### src/rtl/ppt_pkg.sv
// Shared definitions for the multi-channel pulse train generator:
// configuration field selects and the per-channel state encoding.
package ppt_pkg;

    localparam logic [1:0] SEL_PERIOD = 2'd0;
    localparam logic [1:0] SEL_WIDTH  = 2'd1;
    localparam logic [1:0] SEL_COUNT  = 2'd2;
    localparam logic [1:0] SEL_PHASE  = 2'd3;

    typedef enum logic [1:0] {
        IDLE  = 2'd0,
        PHASE = 2'd1,
        RUN   = 2'd2,
        DONE  = 2'd3
    } ch_state_t;

endpackage

### src/rtl/ppt_channel.sv
// One pulse train channel: shadow/active configuration, phase delay,
// period counter and emitted-pulse counter.
module ppt_channel
    import ppt_pkg::*;
#(
    parameter int CW = 16
) (
    input  logic          clk,
    input  logic          rst_n,
    input  logic          tick,
    input  logic          cfg_we,
    input  logic [1:0]    cfg_sel,
    input  logic [CW-1:0] cfg_data,
    input  logic          mode,
    input  logic          start,
    input  logic          stop,
    output logic          pulse_out,
    output logic          busy,
    output logic          done,
    output logic [CW-1:0] emitted
);

    logic [CW-1:0] sh_period, sh_width, sh_count, sh_phase;
    logic [CW-1:0] act_period, act_width, act_count;
    logic [CW-1:0] act_period_nx, act_width_nx, act_count_nx;
    logic          act_mode, act_mode_nx;
    ch_state_t     state, state_nx;
    logic [CW-1:0] pc, pc_nx, ph_cnt, ph_cnt_nx, emitted_nx, em_inc;
    logic          lead, lead_nx, pulse_nx, done_nx, accept;

    // NOTE: configuration registers get a reset value; they are a handful of flops, not a memory array.
    always_ff @(posedge clk or negedge rst_n) begin
        if (!rst_n) begin
            sh_period <= '0;
            sh_width  <= '0;
            sh_count  <= '0;
            sh_phase  <= '0;
        end else if (cfg_we) begin
            case (cfg_sel)
                SEL_PERIOD: sh_period <= cfg_data;
                SEL_WIDTH:  sh_width  <= cfg_data;
                SEL_COUNT:  sh_count  <= cfg_data;
                default:    sh_phase  <= cfg_data;
            endcase
        end
    end

    assign accept = start && !stop && (sh_period >= CW'(2));
    assign em_inc = (emitted == '1) ? emitted : emitted + 1'b1;

    // NOTE: every output of this block is defaulted first so no path leaves a value unassigned (no latches).
    always_comb begin
        state_nx      = state;
        act_period_nx = act_period;
        act_width_nx  = act_width;
        act_count_nx  = act_count;
        act_mode_nx   = act_mode;
        pc_nx         = pc;
        ph_cnt_nx     = ph_cnt;
        emitted_nx    = emitted;
        lead_nx       = lead;
        pulse_nx      = pulse_out;
        done_nx       = done;

        if (stop) begin
            state_nx = IDLE;
            pulse_nx = 1'b0;
            lead_nx  = 1'b0;
        end else if (accept) begin
            act_period_nx = sh_period;
            act_width_nx  = sh_width;
            act_count_nx  = sh_count;
            act_mode_nx   = mode;
            pc_nx         = '0;
            ph_cnt_nx     = sh_phase;
            emitted_nx    = '0;
            lead_nx       = 1'b0;
            done_nx       = 1'b0;
            if (!mode && (sh_count == '0)) begin
                state_nx = DONE;
                done_nx  = 1'b1;
                pulse_nx = 1'b0;
            end else if (sh_phase != '0) begin
                state_nx = PHASE;
                pulse_nx = 1'b0;
            end else begin
                state_nx = RUN;
                pulse_nx = (sh_width != '0);
            end
        end else if (tick) begin
            case (state)
                PHASE: begin
                    if (ph_cnt == CW'(1)) begin
                        state_nx = RUN;
                        lead_nx  = 1'b1;
                    end
                    ph_cnt_nx = ph_cnt - 1'b1;
                end
                RUN: begin
                    // After a phase delay, the first RUN tick only opens period 0.
                    if (lead) begin
                        lead_nx  = 1'b0;
                        pc_nx    = '0;
                        pulse_nx = (act_width != '0);
                    end else if (pc == act_period - 1'b1) begin
                        pc_nx      = '0;
                        emitted_nx = em_inc;
                        if (!act_mode && (em_inc == act_count)) begin
                            state_nx = DONE;
                            done_nx  = 1'b1;
                            pulse_nx = 1'b0;
                        end else begin
                            pulse_nx = (act_width != '0);
                        end
                    end else begin
                        pc_nx    = pc + 1'b1;
                        pulse_nx = (pc_nx < act_width);
                    end
                end
                default: ;
            endcase
        end
    end

    // NOTE: sequential state uses non-blocking assignments so all registers update together.
    always_ff @(posedge clk or negedge rst_n) begin
        if (!rst_n) begin
            state      <= IDLE;
            act_period <= '0;
            act_width  <= '0;
            act_count  <= '0;
            act_mode   <= 1'b0;
            pc         <= '0;
            ph_cnt     <= '0;
            emitted    <= '0;
            lead       <= 1'b0;
            pulse_out  <= 1'b0;
            done       <= 1'b0;
        end else begin
            state      <= state_nx;
            act_period <= act_period_nx;
            act_width  <= act_width_nx;
            act_count  <= act_count_nx;
            act_mode   <= act_mode_nx;
            pc         <= pc_nx;
            ph_cnt     <= ph_cnt_nx;
            emitted    <= emitted_nx;
            lead       <= lead_nx;
            pulse_out  <= pulse_nx;
            done       <= done_nx;
        end
    end

    assign busy = (state == PHASE) || (state == RUN);

endmodule

### src/rtl/ppt_channel_array.sv
// NCH independent pulse train channels sharing one clock and prescaler tick;
// the top only decodes configuration writes and muxes the readback count.
module ppt_channel_array
    import ppt_pkg::*;
#(
    parameter int NCH = 4,
    parameter int CW  = 16,
    parameter int CHW = (NCH > 1) ? $clog2(NCH) : 1
) (
    input  logic           clk,
    input  logic           rst_n,
    input  logic           tick,
    input  logic           cfg_we,
    input  logic [CHW-1:0] cfg_ch,
    input  logic [1:0]     cfg_sel,
    input  logic [CW-1:0]  cfg_data,
    input  logic [NCH-1:0] mode,
    input  logic [NCH-1:0] start,
    input  logic [NCH-1:0] stop,
    input  logic [CHW-1:0] rd_ch,
    output logic [NCH-1:0] pulse_out,
    output logic [NCH-1:0] busy,
    output logic [NCH-1:0] done,
    output logic [CW-1:0]  rd_count
);

    logic [CW-1:0] emitted [NCH];

    for (genvar i = 0; i < NCH; i++) begin : g_ch
        logic ch_we;
        assign ch_we = cfg_we && (cfg_ch == CHW'(i));

        ppt_channel #(.CW(CW)) u_ch (
            .clk       (clk),
            .rst_n     (rst_n),
            .tick      (tick),
            .cfg_we    (ch_we),
            .cfg_sel   (cfg_sel),
            .cfg_data  (cfg_data),
            .mode      (mode[i]),
            .start     (start[i]),
            .stop      (stop[i]),
            .pulse_out (pulse_out[i]),
            .busy      (busy[i]),
            .done      (done[i]),
            .emitted   (emitted[i])
        );
    end

    // Indices with no channel behind them fall through to zero.
    always_comb begin
        rd_count = '0;
        for (int i = 0; i < NCH; i++) begin
            if (rd_ch == CHW'(i)) rd_count = emitted[i];
        end
    end

endmodule

### config.mk
export PLATFORM = sky130hd
export DESIGN_NAME = ppt_channel_array
export DESIGN_NICKNAME = d
export VERILOG_FILES = /design/src/rtl/ppt_pkg.sv /design/src/rtl/ppt_channel.sv /design/src/rtl/ppt_channel_array.sv
export SDC_FILE = /design/constraint.sdc
export NUM_CORES = 2
export LEC_CHECK = 0
export CAP_MARGIN = 20
export CORE_ASPECT_RATIO = 1.1
export CORE_MARGIN = 4
export CORE_UTILIZATION = 30
export DETAILED_ROUTE_END_ITERATION = 7
export PLACE_DENSITY = 0.55
export SETUP_SLACK_MARGIN = 0.2
export SKIP_CTS_REPAIR_TIMING = 1
export SKIP_LAST_GASP = 1
export SYNTH_ARGS = -nofsm -noshare
export SYNTH_HDL_FRONTEND = slang
export SYNTH_SLANG_ARGS = --single-unit
### constraint.sdc
create_clock -name clk -period 10.44 [get_ports clk]
set_input_delay 1.566 -clock clk [delete_from_list [all_inputs] [get_ports clk]]
set_output_delay 1.566 -clock clk [all_outputs]
set_load 0.01 [all_outputs]
# After elaboration in Yosys (flattened, before gate mapping)
# Index checks and enable logic that the tools add are counted.
[classes]
n_addsub = 16
mul = 0
n_div = 0
order_cmp = 8
eq_ne = 52
n_shift = 0
muxes = 184
bitwise_logic = 5
reduce_logical = 136
[op_table]
columns = ["op", "n"]
rows = [
  ["$mux 16", 60],
  ["$reduce_bool 16->1", 12],
  ["$add 16x1->16 const B", 8],
  ["$eq 16x16->1", 8],
  ["$sub 16x1->16 const B", 8],
  ["$mux 1", 80],
  ["$mux 2", 36],
  ["$eq 16x1->1 const B", 4],
  ["$eq 16x16->1 const B", 4],
  ["$ge 16x2->1 const B", 4],
  ["$logic_not 16->1", 4],
  ["$lt 16x16->1", 4],
  ["$ne 4x2->1 const B", 12],
  ["$reduce_and 2->1", 24],
  ["$reduce_and 6->1", 8],
  ["$reduce_bool 2->1", 20],
  ["$reduce_and 3->1", 12],
  ["$reduce_bool 3->1", 8],
  ["$logic_and 1x1->1", 20],
  ["$reduce_and 5->1", 4],
  ["$eq 2x2->1 const B", 9],
  ["$ne 4x4->1 const B", 4],
  ["$pmux 2 s2", 4],
  ["$reduce_bool 4->1", 4],
  ["8 further kinds", 40],
]
[totals]
regBits = 664
latchBits = 0
mem_bits_rw = 0
mem_bits_ro = 0
inputBits = 38
out_inout_bits = 28
elab_cells = 461
mem_count = 0

# Depth between registers and ports, before layout
[depth]
ltp_word = 11
depth_mapped = 15
mapped_depth_nobuf = 14

# Hierarchy
# Synthesis repeated with hierarchy kept, for this count alone.
[hier_totals]
hier_cells = 3944
hier_area_um2 = 37188.2
[modules_own_cells]
columns = ["mod", "instances", "cells_per_inst", "area_each_um2", "seq_area_each_um2"]
rows = [
  ["ppt_channel at g_ch[1].u_ch ...", 2, 1014, 9316.4, 4154.0],
  ["ppt_channel at g_ch[3].u_ch", 1, 963, 9076.2, 4154.0],
  ["ppt_channel at g_ch[0].u_ch", 1, 929, 9023.7, 4154.0],
  ["ppt_channel_array", 1, 24, 455.4, 0.0],
]

# Least setup slack after synthesis
# Ideal clock, no wire load.
[synth_timing]
path_kind = "input port to output port"
start = "input port rd_ch[0]"
end = "output port rd_count[10]"
arrival_ns = 3.091
required_time_ns = 8.874
path_slack_ns = 5.783
cell_stages = 3
n_path_buf = 2
cell_sequence = "clkbuf_1 -> buf_1 -> mux4_2"
[synth_via]
elab_chain_cells = 5
word_cells_on_any_way = 8
cone_classes = "3 x eq/ne; 4 x mux; 1 x reduce/logical"
[synth_rtl]
columns = ["item", "line_no", "text"]
rows = [
  ["from (decl)", "ppt_channel_array.sv:20", "input logic [CHW-1:0] rd_ch,"],
  ["$logic_not 2->1", "ppt_channel_array.sv:54", "if (rd_ch == CHW'(i)) rd_count = emitted[i];"],
  ["$mux 16 (3 in series)", "ppt_channel_array.sv:54", ""],
  ["$mux 16 *", "ppt_channel_array.sv:54", ""],
  ["to (decl)", "ppt_channel_array.sv:24", "output logic [CW-1:0] rd_count"],
]
# Every way passes the cells marked *; elsewhere a longest branch is shown, timed or not.

# Worst setup path in the final report
[layout_timing]
start = "input port rd_ch[0]"
end = "output port rd_count[8]"
# The elaborated chain is that of the path after synthesis.

==> summary.md <==
| Metric | Value |
|---|---|
| Worst EP arrival | `approximately 3.5 ns` |
| CP max stage delay | `between 0.6 and 0.7 ns` |
| Area Overhead vs Synth | `13.27%` |
| Slew headroom | `a little under a quarter` |
| Area share of and/or/nand/nor cells after synthesis | `between 10% and 20%` |
| Clk_skew | `0.03178 ns` |
| Antenna-violating nets left | `0` |
| Peak Freq | `just under 200 MHz` |
| GRT Resource Usage Total | `between 15 and 20%` |
| Area of the mapped netlist | `roughly 0.036 mm2` |
| Top post-synthesis cells by area | `dfrtp_1 46%, mux2_2 8.1%, nand2_1 6.5%, o21ai_0 3.7%, xnor2_1 3.3%` |
| Largest family of logic cells by synthesized area | `simple AND/OR/NAND/NOR gates` |
| Share of async-settable or async-resettable flops after synthesis | `100.0%` |
| Synth Instances | `3808` |
| Final core occ | `around 34%` |
| Worst Tran Pin Value | `between 1 and 1.5 ns` |
| Clk slew on worst S/H paths | `0.06 ns` |
| Clock root buffer | `clkbuf_16` |
| Layout fillers | `between 10000 and 15000` |
| Cell count of the worst hold path | `2` |
| Ys flop type | `dfrtp_1` |
| Outcome | `completed` |
| Number of synthesized flops with an enable pin | `0` |
| Via-to-Cell Ratio | `about 5.3` |
| Area share of the largest cell type after synthesis | `45.81%` |
| H-tree depth | `3` |
| Core area | `0.1198 mm2` |
| Slowest CP cell | `clkdlybuf4s50_1` |
| Leak pwr | `between 15 and 20 nW` |
| # nets final | `approximately 3900` |
| Grt ovf | `0` |
| Worst Hold Class | `reg -> reg` |
| Routability cong. | `~0.9` |
| Pwr Density | `about 200 mW/mm2` |
| Final Max Slew Viols | `0` |
| Initial antenna violation count | `13` |
| Seq/Total Area, Yosys | `a little under half` |
| Critical path's top delay family | `buffers and inverters` |
| Hold Path Origin | `g_ch[1].u_ch.sh_period[4]` |
| TNS Setup | `0 ns` |
| Routed vias | `about 28000` |
| Ys Warns | `0` |
| Adder-Cell Fraction of Synth Area | `3.036%` |
| First-pass iteration count of the detailed router | `5` |
| Starting DRT DRC Count | `2225` |
| Maximum VDD drop | `about 0.00011 V` |
| Mapped Avg Cell Area | `9.525 um2` |
| # DRC | `0` |
| Fin crit period | `between 5 and 6 ns` |
| CP Capture Type | `output port` |
| R2R depth | `11` |
| Worst-path cell chain | `clkdlybuf4s50_1 > buf_16 > mux4_2 > clkdlybuf4s50_1` |
| Worst Path Required | `a little under 9 ns` |
| Row cnt | `133` |
| Final Instance Area | `between 0.04 and 0.05 mm2` |
| Die height | `372.7 um` |
| Setup CP Type | `in -> out` |
| RSZ-0062 raised after global routing | `false` |
| Share of cells above drive strength 1 | `a little over an eighth` |
| Max clock buf depth | `3` |
| Mux share of post-synthesis cell area | `approximately 10%` |
| Hold Path End | `g_ch[1].u_ch.act_period[4]` |
| R2r startpoint | `g_ch[3].u_ch.act_period[0]` |
| Largest net degree at the start of global routing | `around 160` |
| Reg2Reg Capture Point | `g_ch[3].u_ch.emitted[5]` |
| Worst R2R Setup Slack | `between 5 and 6 ns` |
| Synth cell types | `about 90` |
| Final hold viol count | `0` |
| Setup Viol. Count Final | `0` |
| Final wirelength | `104.3 mm` |
| Crit path from | `rd_ch[0]` |
| Die Width | `approximately 340 um` |
| CTS Buf Count | `between 70 and 80` |
| First-pass GRT wire length | `165.9 mm` |
| Post-DP HPWL | `~71 mm` |
| Vias in the first global route | `28110` |
| Starting Density | `30.27%` |
| Synth Area in Compound Gates | `roughly 13%` |
| I/O pin count | `66` |
| Worst skew pair latency | `~0.63 ns` |
| Post-synthesis xor/xnor area fraction | `5.399%` |
| Clk sink count | `around 660` |
| Seq cells post-synth | `664` |
| Synthesized Nets | `a little under 4000` |
| Period utilisation layout | `roughly 49%` |
| Crit path top cell by count | `clkdlybuf4s50_1` |
| Crit path max fanout | `13` |
| Max cap viols | `0` |
| Cell taking the most area after synthesis | `dfrtp_1` |
| Startpoint types | `primary input` |
| CTS tree | `yes` |
| CP bufs+invs | `3` |
| Die area | `0.1265 mm2` |
| Placed inst area | `0.03836 mm2` |
| DR WL/cell | `slightly below 20 um` |
| Port Buffer Count | `65` |
## registers in the layout, summed over array words and instances, names as in the netlist, 8 cells and up
name,flops
g_ch.u_ch.sh_phase,64
g_ch.u_ch.act_width,64
g_ch.u_ch.sh_period,64
g_ch.u_ch.sh_count,64
g_ch.u_ch.state,8
g_ch.u_ch.emitted,64
g_ch.u_ch.ph_cnt,64
g_ch.u_ch.sh_width,64
g_ch.u_ch.act_period,64
g_ch.u_ch.pc,64
g_ch.u_ch.act_count,64
## through the flow
stage / hold slack, ns / std cells / power [mW] / setup slack (ns)
final: 0.4759 / 5383 / 8.130 / 5.375
after CTS: 0.4713 / 5373 / 8.211 / 5.002
after global placement: 0.4655 / 5239 / 5.277 / 5.067
after detailed placement: 0.4687 / 5240 / 5.320 / 4.999
after floorplan: 0.4399 / 3808 / 4.744 / 5.783
after global routing: 0.5111 / 5377 / 8.613 / 5.294
## logic make-up (layout without fill, tap and decap cells)
| logic type | count (synthesis) | after routing |
|---|---|---|
| AO/OA/AOI/OAI | 729 | 729 |
| XOR/XNOR | 222 | 222 |
| adder cells (fa/ha/maj) | 88 | 88 |
| buffers and inverters | 370 | 387 |
| flip-flops | 664 | 664 |
| multiplexers | 307 | 307 |
| other | 0 | 6 |
| AND/OR/NAND/NOR | 1428 | 1428 |
## per-layer routing
layer | wire length, um | vias to the layer above | GRT usage, %
met2 | 48800 | 621 | 26.77
met1 | 47850 | 14110 | 22.23
met4 | 2204 | 4 | 4.404
li1 | - | 13530 | -
met5 | 27 | - | 0
met3 | 5461 | 128 | 2.635
## Yosys cell counts (18+ instances only)
cell type  count
o21ai_0      265
clkbuf_1     192
nor2_1       206
o31ai_1       25
and3_1        30
xor2_1        83
o211ai_1      25
nor2b_1       18
a22o_1        20
a31oi_1       27
nand3_1       85
ha_1          88
a32o_1        23
nand4_1       65
nand2_1      630
mux2i_1       30
dfrtp_1      664
a21oi_1      137
or3_1         27
nand2b_1      40
nor3_1        90
mux2_2       260
nor4_1       129
xnor2_1      138
a21o_1        26
inv_1        135
## worst register-to-register path: stages, from the launching register on
cell       delay [ns]
dfrtp_1          0.43
inv_1            0.10
ha_1             0.29
or4b_1           0.68
o21a_1           0.27
nor4_1           0.25
nor3_1           0.14
a2111oi_2        0.50
nand4b_1         0.78
or3_1            0.75
inv_1            0.21
a41o_1           0.20
## where the power goes
part           total (mW)  internal (mW)  switching [mW]
clock                2.85           1.73            1.13
combinational        1.67          0.767           0.902
sequential           3.61           3.08           0.528
## area by class of cell
class                   count  area, um2  share of cell area (%)
clock inverters            37      566.8                   1.380
repair buffers            119       1116                   2.717
clock buffers              96       2098                   5.107
inverters                 135      506.7                   1.233
diodes                      6      15.01                 0.03655
well taps                1552       1942                   4.727
multi-input cells        2774      18220                   44.36
flip-flops and latches    664      16620                   40.44
## placed cells by master, fill, tap and decap left out, types with 17 or more instances in the layout
cell / count
a22oi_1: 17
buf_4: 49
mux4_2: 17
o211ai_1: 25
or3_1: 27
dfrtp_1: 664
mux2i_1: 30
clkbuf_16: 77
a21o_1: 26
a32o_1: 23
clkdlybuf4s50_1: 64
nand4_1: 65
nand2_1: 630
xnor2_1: 138
a31oi_1: 27
nand3_1: 85
ha_1: 88
nor2_1: 202
a22o_1: 20
a21oi_1: 137
mux2_2: 260
xor2_1: 83
nand2b_1: 39
inv_1: 135
o21ai_0: 265
nor4_1: 128
nor3_1: 90
o31ai_1: 25
nor2b_1: 18
and3_1: 30
## worst max-delay path by stage
stage          slack (ns)            to  depth (start not counted)
6_report             5.37   rd_count[8]                          4
5_1_grt              5.29   rd_count[8]                          4
4_1_cts              5.00   rd_count[8]                          3
3_5_place_dp         5.00   rd_count[8]                          3
3_3_place_gp         5.07   rd_count[9]                          3
2_1_floorplan        5.78  rd_count[10]                          3
Power figures use the tool's default switching activity.
